--- src/rtl/lemming_arena.sv ---
// Lemming arena: closes the loop around the walking-lemming FSM by tracking its cell,
// bumping it at walls or a programmable obstacle, counting bumps and flagging bad walk codes.
module lemming_arena #(
    parameter int unsigned POS_W     = 8,
    parameter int unsigned ARENA_LEN = 200,
    parameter int unsigned START_POS = 100,
    parameter int unsigned STEP_DIV  = 4,
    parameter int unsigned CNT_W     = 16
) (
    input  logic             sys_clk,
    input  logic             sys_rst,
    input  logic             walk_left,
    input  logic             walk_right,
    input  logic             obst_wr_en,
    input  logic [POS_W-1:0] obst_wr_pos,
    input  logic             obst_wr_val,
    output logic             bump_left,
    output logic             bump_right,
    output logic [POS_W-1:0] pos,
    output logic [CNT_W-1:0] bump_count,
    output logic             obst_rej,
    output logic             dir_err
);

    localparam int unsigned TMR_W = $clog2(STEP_DIV);

    typedef logic [TMR_W-1:0] tmr_t;
    typedef logic [POS_W:0]   pos_ext_t;
    typedef logic [POS_W-1:0] pos_t;

    localparam tmr_t     TMR_LAST  = tmr_t'(STEP_DIV - 1);
    localparam pos_ext_t POS_LAST  = pos_ext_t'(ARENA_LEN - 1);
    localparam pos_ext_t POS_LIMIT = pos_ext_t'(ARENA_LEN);
    localparam pos_t     POS_START = pos_t'(START_POS);

    tmr_t     timer;
    logic     step_tick;
    logic     obst_en;
    pos_t     obst_pos;

    pos_ext_t pos_ext;
    pos_ext_t pos_dec;
    pos_ext_t pos_inc;
    pos_ext_t obst_ext;
    logic     go_left;
    logic     go_right;
    logic     left_blocked;
    logic     right_blocked;
    logic     bump_left_d;
    logic     bump_right_d;
    logic     wr_reject;

    // Neighbour cells are formed one bit wider so pos-1 at 0 and pos+1 at the top never alias.
    always_comb begin
        step_tick     = (timer == TMR_LAST);
        pos_ext       = {1'b0, pos};
        pos_dec       = pos_ext - 1'b1;
        pos_inc       = pos_ext + 1'b1;
        obst_ext      = {1'b0, obst_pos};
        go_left       = walk_left & ~walk_right;
        go_right      = walk_right & ~walk_left;
        left_blocked  = (pos_ext == '0) || (obst_en && (obst_ext == pos_dec));
        right_blocked = (pos_ext == POS_LAST) || (obst_en && (obst_ext == pos_inc));
        bump_left_d   = step_tick & go_left & left_blocked;
        bump_right_d  = step_tick & go_right & right_blocked;
        wr_reject     = obst_wr_en & obst_wr_val &
                        ((obst_wr_pos == pos) | ({1'b0, obst_wr_pos} >= POS_LIMIT));
    end

    always_ff @(posedge sys_clk or posedge sys_rst) begin
        if (sys_rst) begin
            timer      <= '0;
            pos        <= POS_START;
            bump_left  <= 1'b0;
            bump_right <= 1'b0;
            bump_count <= '0;
            obst_rej   <= 1'b0;
            dir_err    <= 1'b0;
            obst_en    <= 1'b0;
            obst_pos   <= '0;
        end else begin
            timer      <= step_tick ? '0 : timer + 1'b1;
            bump_left  <= bump_left_d;
            bump_right <= bump_right_d;
            obst_rej   <= wr_reject;

            if (step_tick) begin
                if (go_left && !left_blocked) begin
                    pos <= pos - 1'b1;
                end else if (go_right && !right_blocked) begin
                    pos <= pos + 1'b1;
                end
                if (walk_left == walk_right) begin
                    dir_err <= 1'b1;
                end
            end

            if ((bump_left_d || bump_right_d) && (bump_count != '1)) begin
                bump_count <= bump_count + 1'b1;
            end

            // The step above already used the old obstacle; a new one applies from the next tick.
            if (obst_wr_en) begin
                if (!obst_wr_val) begin
                    obst_en <= 1'b0;
                end else if (!wr_reject) begin
                    obst_en  <= 1'b1;
                    obst_pos <= obst_wr_pos;
                end
            end
        end
    end

endmodule

--- config.mk ---
export PLATFORM = sky130hd
export DESIGN_NAME = lemming_arena
export DESIGN_NICKNAME = d
export VERILOG_FILES = /design/src/rtl/lemming_arena.sv
export SDC_FILE = /design/constraint.sdc
export NUM_CORES = 1
export LEC_CHECK = 0
export CORE_MARGIN = 2
export CORE_UTILIZATION = 40
export CTS_BUF_LIST = sky130_fd_sc_hd__clkbuf_8
export DETAILED_ROUTE_END_ITERATION = 8
export PLACE_DENSITY = 0.75
export SLEW_MARGIN = 10
export SYNTH_ARGS = -nofsm -noshare
export SYNTH_HDL_FRONTEND = slang
export SYNTH_SLANG_ARGS = --single-unit
--- constraint.sdc ---
create_clock -name sys_clk -period 10.1 [get_ports sys_clk]
set_input_delay 2.525 -clock sys_clk [delete_from_list [all_inputs] [get_ports sys_clk]]
set_output_delay 2.525 -clock sys_clk [all_outputs]
set_load 0.005 [all_outputs]
Word level (Yosys, flattened, before mapping)
Index checks and enable logic that the tools add are counted.
W data, S select, Z words.
{"block": "totals", "register_bits": 39, "in_bits": 14, "out_inout_bits": 28, "word_cells": 57}
{"block": "classes", "n_addsub": 6, "n_lt_le_gt_ge": 1, "n_eq_ne": 8, "muxes": 5, "bitwise": 12, "n_reduce_logical": 16}
{"op": "$eq A8 B9 Y1", "n": 2}
{"op": "$add A16 B1 Y16 const B", "n": 1}
{"op": "$mux W8", "n": 2}
{"op": "$ne A16 B16 Y1 const B", "n": 1}
{"op": "$add A8 B1 Y9 const B", "n": 1}
{"op": "$sub A8 B1 Y9 const B", "n": 1}
{"op": "$add A8 B1 Y8 const B", "n": 1}
{"op": "$and A1 B1 Y1", "n": 8}
{"op": "$eq A8 B8 Y1", "n": 1}
{"op": "$eq A8 B8 Y1 const B", "n": 1}
{"op": "$ge A8 B8 Y1 const B", "n": 1}
{"op": "$logic_not A8 Y1", "n": 1}
{"op": "$sub A8 B1 Y8 const B", "n": 1}
{"op": "$reduce_and A2 Y1", "n": 3}
{"op": "$logic_and A1 B1 Y1", "n": 5}
{"op": "$logic_or A1 B1 Y1", "n": 3}
{"op": "$not A1 Y1", "n": 3}
{"op": "$reduce_and A3 Y1", "n": 1}
{"op": "$add A2 B1 Y2 const B", "n": 1}
{"op": "$eq A2 B2 Y1 const B", "n": 1}
{"op": "$logic_not A1 Y1", "n": 2}
{"op": "$mux W1", "n": 2}
{"op": "$mux W2", "n": 1}
{"op": "$ne A2 B2 Y1 const B", "n": 1}
{"op": "other kinds (3)", "n": 3}

Logic depth before layout (Yosys ltp)
{"block": "logic_depth", "depth_word": 8, "mapped_depth": 15, "depth_no_buf": 13}

Least setup slack after synthesis
No wires, ideal clock.
{"block": "synth_path", "path_kind": "input port to flip-flop", "from": "input walk_right", "to": "register pos[6]", "setup_ns": 0.089, "t_arrival_ns": 4.113, "t_required_ns": 10.011, "setup_slack_ns": 5.898, "path_stages": 10, "path_buffers": 1, "path_cell_list": "inv_1 ha_1 and3_1 buf_6 xnor2_1 ha_1 or4_1 nor2_1 o21ai_1 xnor2_1"}
{"block": "synth_via", "elab_chain_len": 5, "word_cells_on_any_way": 8, "classes_between": "mux (1); bitwise (3); reduce/logical (4)"}
{"item": "start, declared", "line_no": "13", "text": "input logic walk_right,"}
{"item": "$not A1 Y1", "line_no": "60", "text": "go_left = walk_left & ~walk_right;"}
{"item": "$and A1 B1 Y1", "line_no": "60"}
{"item": "$logic_and A1 B1 Y1", "line_no": "88", "text": "if (go_left && !left_blocked) begin"}
{"item": "$reduce_bool A2 Y1 (no line)"}
{"item": "$reduce_and A2 Y1 (no line)"}
{"item": "end signal, assigned", "line_no": "89", "text": "pos <= pos - 1'b1;"}
{"item": "end signal, assigned", "line_no": "91", "text": "pos <= pos + 1'b1;"}
{"item": "end, declared", "line_no": "19", "text": "output logic [POS_W-1:0] pos,"}
Parallel ways exist; a longest one is shown, timed or not.
A chain may end at the register's enable or synchronous reset.

Final worst setup path
{"block": "layout_path", "from": "input walk_left", "to": "register pos[4]"}
{"block": "layout_via", "elab_chain_len": 5, "word_cells_on_any_way": 8, "classes_between": "mux (1); bitwise (3); reduce/logical (4)"}
{"item": "start, declared", "line_no": "12", "text": "input logic walk_left,"}
{"item": "$not A1 Y1", "line_no": "61", "text": "go_right = walk_right & ~walk_left;"}
{"item": "$and A1 B1 Y1", "line_no": "61"}
{"item": "$logic_and A1 B1 Y1", "line_no": "90", "text": "end else if (go_right && !right_blocked) begin"}
{"item": "$reduce_bool A2 Y1 (no line)"}
{"item": "$reduce_and A2 Y1 (no line)"}
Parallel ways exist; a longest one is shown, timed or not.

==> summary.txt <==
number of detailed-route iterations in the first pass: 4
switching share of total power: 37.4%
outcome: finished, final reports clean
pin slew with the least headroom to its limit: 0.699 ns
# IOs: 42
FF+latch count, synth: 39
hold crit path type: flop to flop
clk sinks: 39
clk_lat worst skew: 0.30 ns
Post-Place Cells: 353
max-slew violation count: 0
Clock Power Share: 21.4%
Die Y: 81.2 um
fraction of layout cells with a size suffix above 1: 8.77%
maxcap violations: 0
largest net degree at the start of global routing: 40
Root Buffer Master: clkbuf_8
Logic pwr share: 36.7%
Seq/Total Area, Yosys: 41.1%
final number of setup-violating endpoints: 0
Crit. End Element: flop
clk slew on worst S/H paths: 0.08 ns
Final Hold Viols: 0
P&R area growth vs syn: 22.7%
initial antenna violation count: 0
CTS max path bufs: 2
ys async rst share: 100%
CTS H-Tree Depth: 2
CP Max Fanout: 6
netlist area before placement: 2390 um2
most common cell after layout, fill and taps aside: clkdlybuf4s50_1
CTS resizes: 0
Max VDD drop: 0.0000789 V
number of synthesized flops with an enable pin: 0
Net Sw Power: 224 uW
Die Area: 6600 um2
share of the synthesized area in the top cell type: 37.8%
unrepaired setup endpoints after global routing: no
Reg power frac: 41.8%
PwrDens: 204 nW/um2
fmax: 221 MHz
critical path required time: 10.27 ns
Detailed Route Iter0 Violations: 134
internal power: 374 uW
setup repair bufs after CTS: 0
gpl congestion: 0.855
Final Critical Period: 4.52 ns
most frequent cells in the layout: clkdlybuf4s50_1 (41), dfrtp_1 (36), xor2_1 (27), xnor2_1 (20)
Synth Net Count: 270
largest cells by area after synthesis: dfrtp_1 (38%), xor2_1 (9.9%), xnor2_1 (7.3%)
top_reg_cell synth: dfrtp_1
Synth area leader: dfrtp_1
CTS tree: done
Gate Count Post-Synth: 249
critical path startpoint category: primary input
post-route clock period utilization: 44.7%
setup TNS: 0 ns
Starting Density: 40.8%
Worst Path Arrival: 4.69 ns
global-route usage over all layers: 17.9%
Lkg Pwr: 1.23 nW
diode count: 0
drc violations: 0
Hold Buf Count CTS: 0
global route overflow: 0
DP HPWL: 3910 um
Site Rows: 28
cts bufs inserted: 5
Vias/cell: 5.39
Sequential Area: 980 um2
Critical Setup Path Class: primary input to flop
non-filler cells, final: 360
Unique masters post-synth: 46
core footprint: 5850 um2
Yosys warning total: 0
WL/cell: 14.8 um
area of the multi-input gates: 1270 um2
final net count: 306
Mapped Avg Cell Area: 9.58 um2
vias in the first global route: 1,936
Clock Skew: 0.00892 ns
worst rel slew slack: 53.4%
Total Wirelength: 5320 um
# fillers: 555
vias: 1,939
Buffers on Ports: 41
first-pass GRT wire length: 9160 um
Die Wd: 81.2 um
Routed Antenna Nets: 0
[through the flow]
step | setup slack, ns | cell area (um2) | power [mW] | utilization (%) | hold WS [ns]
detailed placement | 5.30 | 2820 | 0.472 | 48.2 | 0.427
floorplan | 5.90 | 2390 | 0.399 | - | 0.403
CTS | 5.60 | 2930 | 0.600 | 50.0 | 0.438
global placement | 5.33 | 2820 | 0.466 | 48.2 | 0.413
global route | 5.40 | 2930 | 0.639 | 50.0 | 0.453
finish | 5.58 | 2930 | 0.597 | 50.0 | 0.431
[Yosys cell counts, types with 2 or more instances]
| master | n |
|---|---|
| dfrtp_1 | 36 |
| o21ai_1 | 4 |
| or4_1 | 5 |
| nand4_1 | 4 |
| and3_1 | 5 |
| nor2_1 | 14 |
| inv_1 | 15 |
| buf_6 | 3 |
| nand2_1 | 15 |
| o211ai_1 | 2 |
| clkbuf_1 | 5 |
| or3_1 | 4 |
| mux2_2 | 7 |
| o31ai_1 | 2 |
| nor3b_1 | 2 |
| nor4_1 | 7 |
| xor2_1 | 27 |
| nand3_1 | 12 |
| ha_1 | 7 |
| a21oi_1 | 7 |
| o21ai_0 | 5 |
| nor3_1 | 13 |
| buf_2 | 4 |
| dfstp_2 | 3 |
| xnor2_1 | 20 |
[final timing paths]
check                          start  slack (ns)  cells past startpoint        endpoint
max                        walk_left        5.58                      9          pos[4]
min                         timer[0]        0.43                      1        timer[0]
max reg2reg                   pos[0]        6.50                     11          pos[4]
min reg2reg                 timer[0]        0.43                      1        timer[0]
max in group asynchronous    sys_rst        7.08                      3          pos[2]
min in group asynchronous    sys_rst        2.65                      3  bump_count[10]
[power by group through the flow]
stage,sequential (mW),combinational [mW],clock [mW]
global route,0.257,0.245,0.137
floorplan,0.208,0.191,0
detailed placement,0.253,0.219,0
finish,0.250,0.220,0.128
global placement,0.251,0.215,0
CTS,0.249,0.220,0.131
[critical path, cell delays in order]
cell and delay [ns]:
clkdlybuf4s50_1 0.49, ha_1 0.24, and3_1 0.33, xnor2_1 0.10
ha_1 0.22, or4_1 0.40, mux2i_1 0.14, nand2_1 0.08
xnor2_1 0.14
[sequential cells by signal, summed over array words and instances (netlist names)]
| signal | flops |
|---|---|
| timer | 2 |
| obst_en | 1 |
| obst_pos | 8 |
| bump_left | 1 |
| obst_rej | 1 |
| bump_right | 1 |
| pos | 8 |
| bump_count | 16 |
| dir_err | 1 |
[cell type report]
class | instances | share of cell area [%]
multi-input combinational | 182 | 43.5
sequential | 39 | 33.5
timing repair buffer | 42 | 14.3
tap | 75 | 3.21
clock buffer | 5 | 2.35
inverter | 15 | 1.92
clock inverter | 2 | 1.28
[cell families after synthesis]
logic type / synth area share (%)
flops: 41.1
mux: 3.72
compound gates: 9.12
buf+inv: 5.56
simple gates: 19.6
xor+xnor: 17.3
fa+ha+maj: 3.67
[layer usage]
metal	wire length (um)	track usage, %	up-vias	share of wire, %
li1	-	-	932	-
met5	0	0	-	0
met4	92	8.14	0	1.7
met3	194	3.33	6	3.6
met2	2680	28.8	37	50
met1	2350	23.5	964	44
No activity file was read; power rests on OpenSTA's default activity.
==> RTL edit, RTL diff (same settings) <==
Set the parameter `START_POS` to 64 (it was 100).
--- a/src/rtl/lemming_arena.sv
+++ b/src/rtl/lemming_arena.sv
@@ -5,3 +5,3 @@
     parameter int unsigned ARENA_LEN = 200,
-    parameter int unsigned START_POS = 100,
+    parameter int unsigned START_POS = 64,
     parameter int unsigned STEP_DIV  = 4,
Formal check against the unedited RTL: not equivalent (a bounded check fails within 4 cycles, from zero or initial values and one cycle with sys_rst high).
==> RTL edit against the unedited design <==
- synthesized area is 0.10% lower
- routed wire length fell by 3.8%
- cell count increased by 0.28%
- power is 0.39% higher
- fmax fell by 0.23%
- worst setup slack got worse by 11 ps
- hold slack hardly changed
- critical endpoint unchanged
- sequential cell count is the same
- design area up 0.21%
==> RTL edit: results <==
set metrics [dict create \
    outcome "completed" \
    dr_total_vias 1925 \
    clockBufferDepth 2 \
    multi_input_area_share_pct 43.4 \
    syn_area_per_cell_um2 9.57 \
    wl_um 5120 \
    drt_iter0_drc 135 \
    finClkSkew_ps 8.50 \
    cp.arrival_ps 4700 \
    final_layout_size_suffix_gt1_share_pct 8.39 \
    area_growth_pct 23.1 \
    clk_share_pct 3.92 \
    met3_usage_pct 3.11 \
    synth_seq_area_share_pct 41.0 \
    n_fill_cell 533 \
    place.gp.congestion 0.858 \
    place_hpwl_um 3740 \
    cts_buffers 5 \
    met2_usage_pct 26.5 \
    buf_share_pct 14.2 \
    wl_met3_um 129 \
    min_period_over_period_pct 44.8 \
    sh_seq_area_pct 33.3 \
    ir_worst_vdd_mv 0.0856 \
    cts.sinks 39 \
    inverters_excl_clock 15 \
    grt_pass1_wl_um 8610 \
    use_met1_pct 23.4 \
    hold_slack_ps 431 \
    cts-resized-gates 0 \
    placed_area_um2 2820 \
    io_buffer_count 41 \
    dp_slack_ps 5270 \
    routedLengthMet1_um 2450 \
    leakage_nw 1.24 \
    grt_usage_pct 16.8 \
    dr_wl_met2_um 2470 \
    slew_headroom_pct 55.6 \
    r2r_slack_ps 6480 \
    synth_common_cells "dfrtp_1 (38), xor2_1 (27), xnor2_1 (20)" \
]
==> RTL edit: cell count changes after synthesis <==
cell	unedited run	this run
dfstp_2	3	1
dfrtp_1	36	38
==> RTL edit: kinds of logic after synthesis <==
group	synth area share, %
compound gates	9.13
xor+xnor	17.3
fa+ha+maj	3.67
buf+inv	5.56
flops	41.0
mux	3.73
simple gates	19.6
==> RTL edit: path summary, 6_finish.rpt <==
check | from | endpoint | cells past startpoint
min in group asynchronous | sys_rst | bump_count[1] | 3
min | timer[0] | timer[0] | 1
max | walk_right | pos[4] | 10
max in group asynchronous | sys_rst | pos[6] | 3
max reg2reg | pos[2] | pos[4] | 11
min reg2reg | timer[0] | timer[0] | 1
==> RTL edit: power breakdown <==
group | total (mW) | internal [mW] | switching [mW] | leakage (nW)
Combinational | 0.218 | 0.118 | 0.0993 | 0.688
Clock | 0.135 | 0.0744 | 0.0606 | 0.0548
Sequential | 0.247 | 0.180 | 0.0673 | 0.495
Total | 0.600 | 0.373 | 0.227 | 1.24
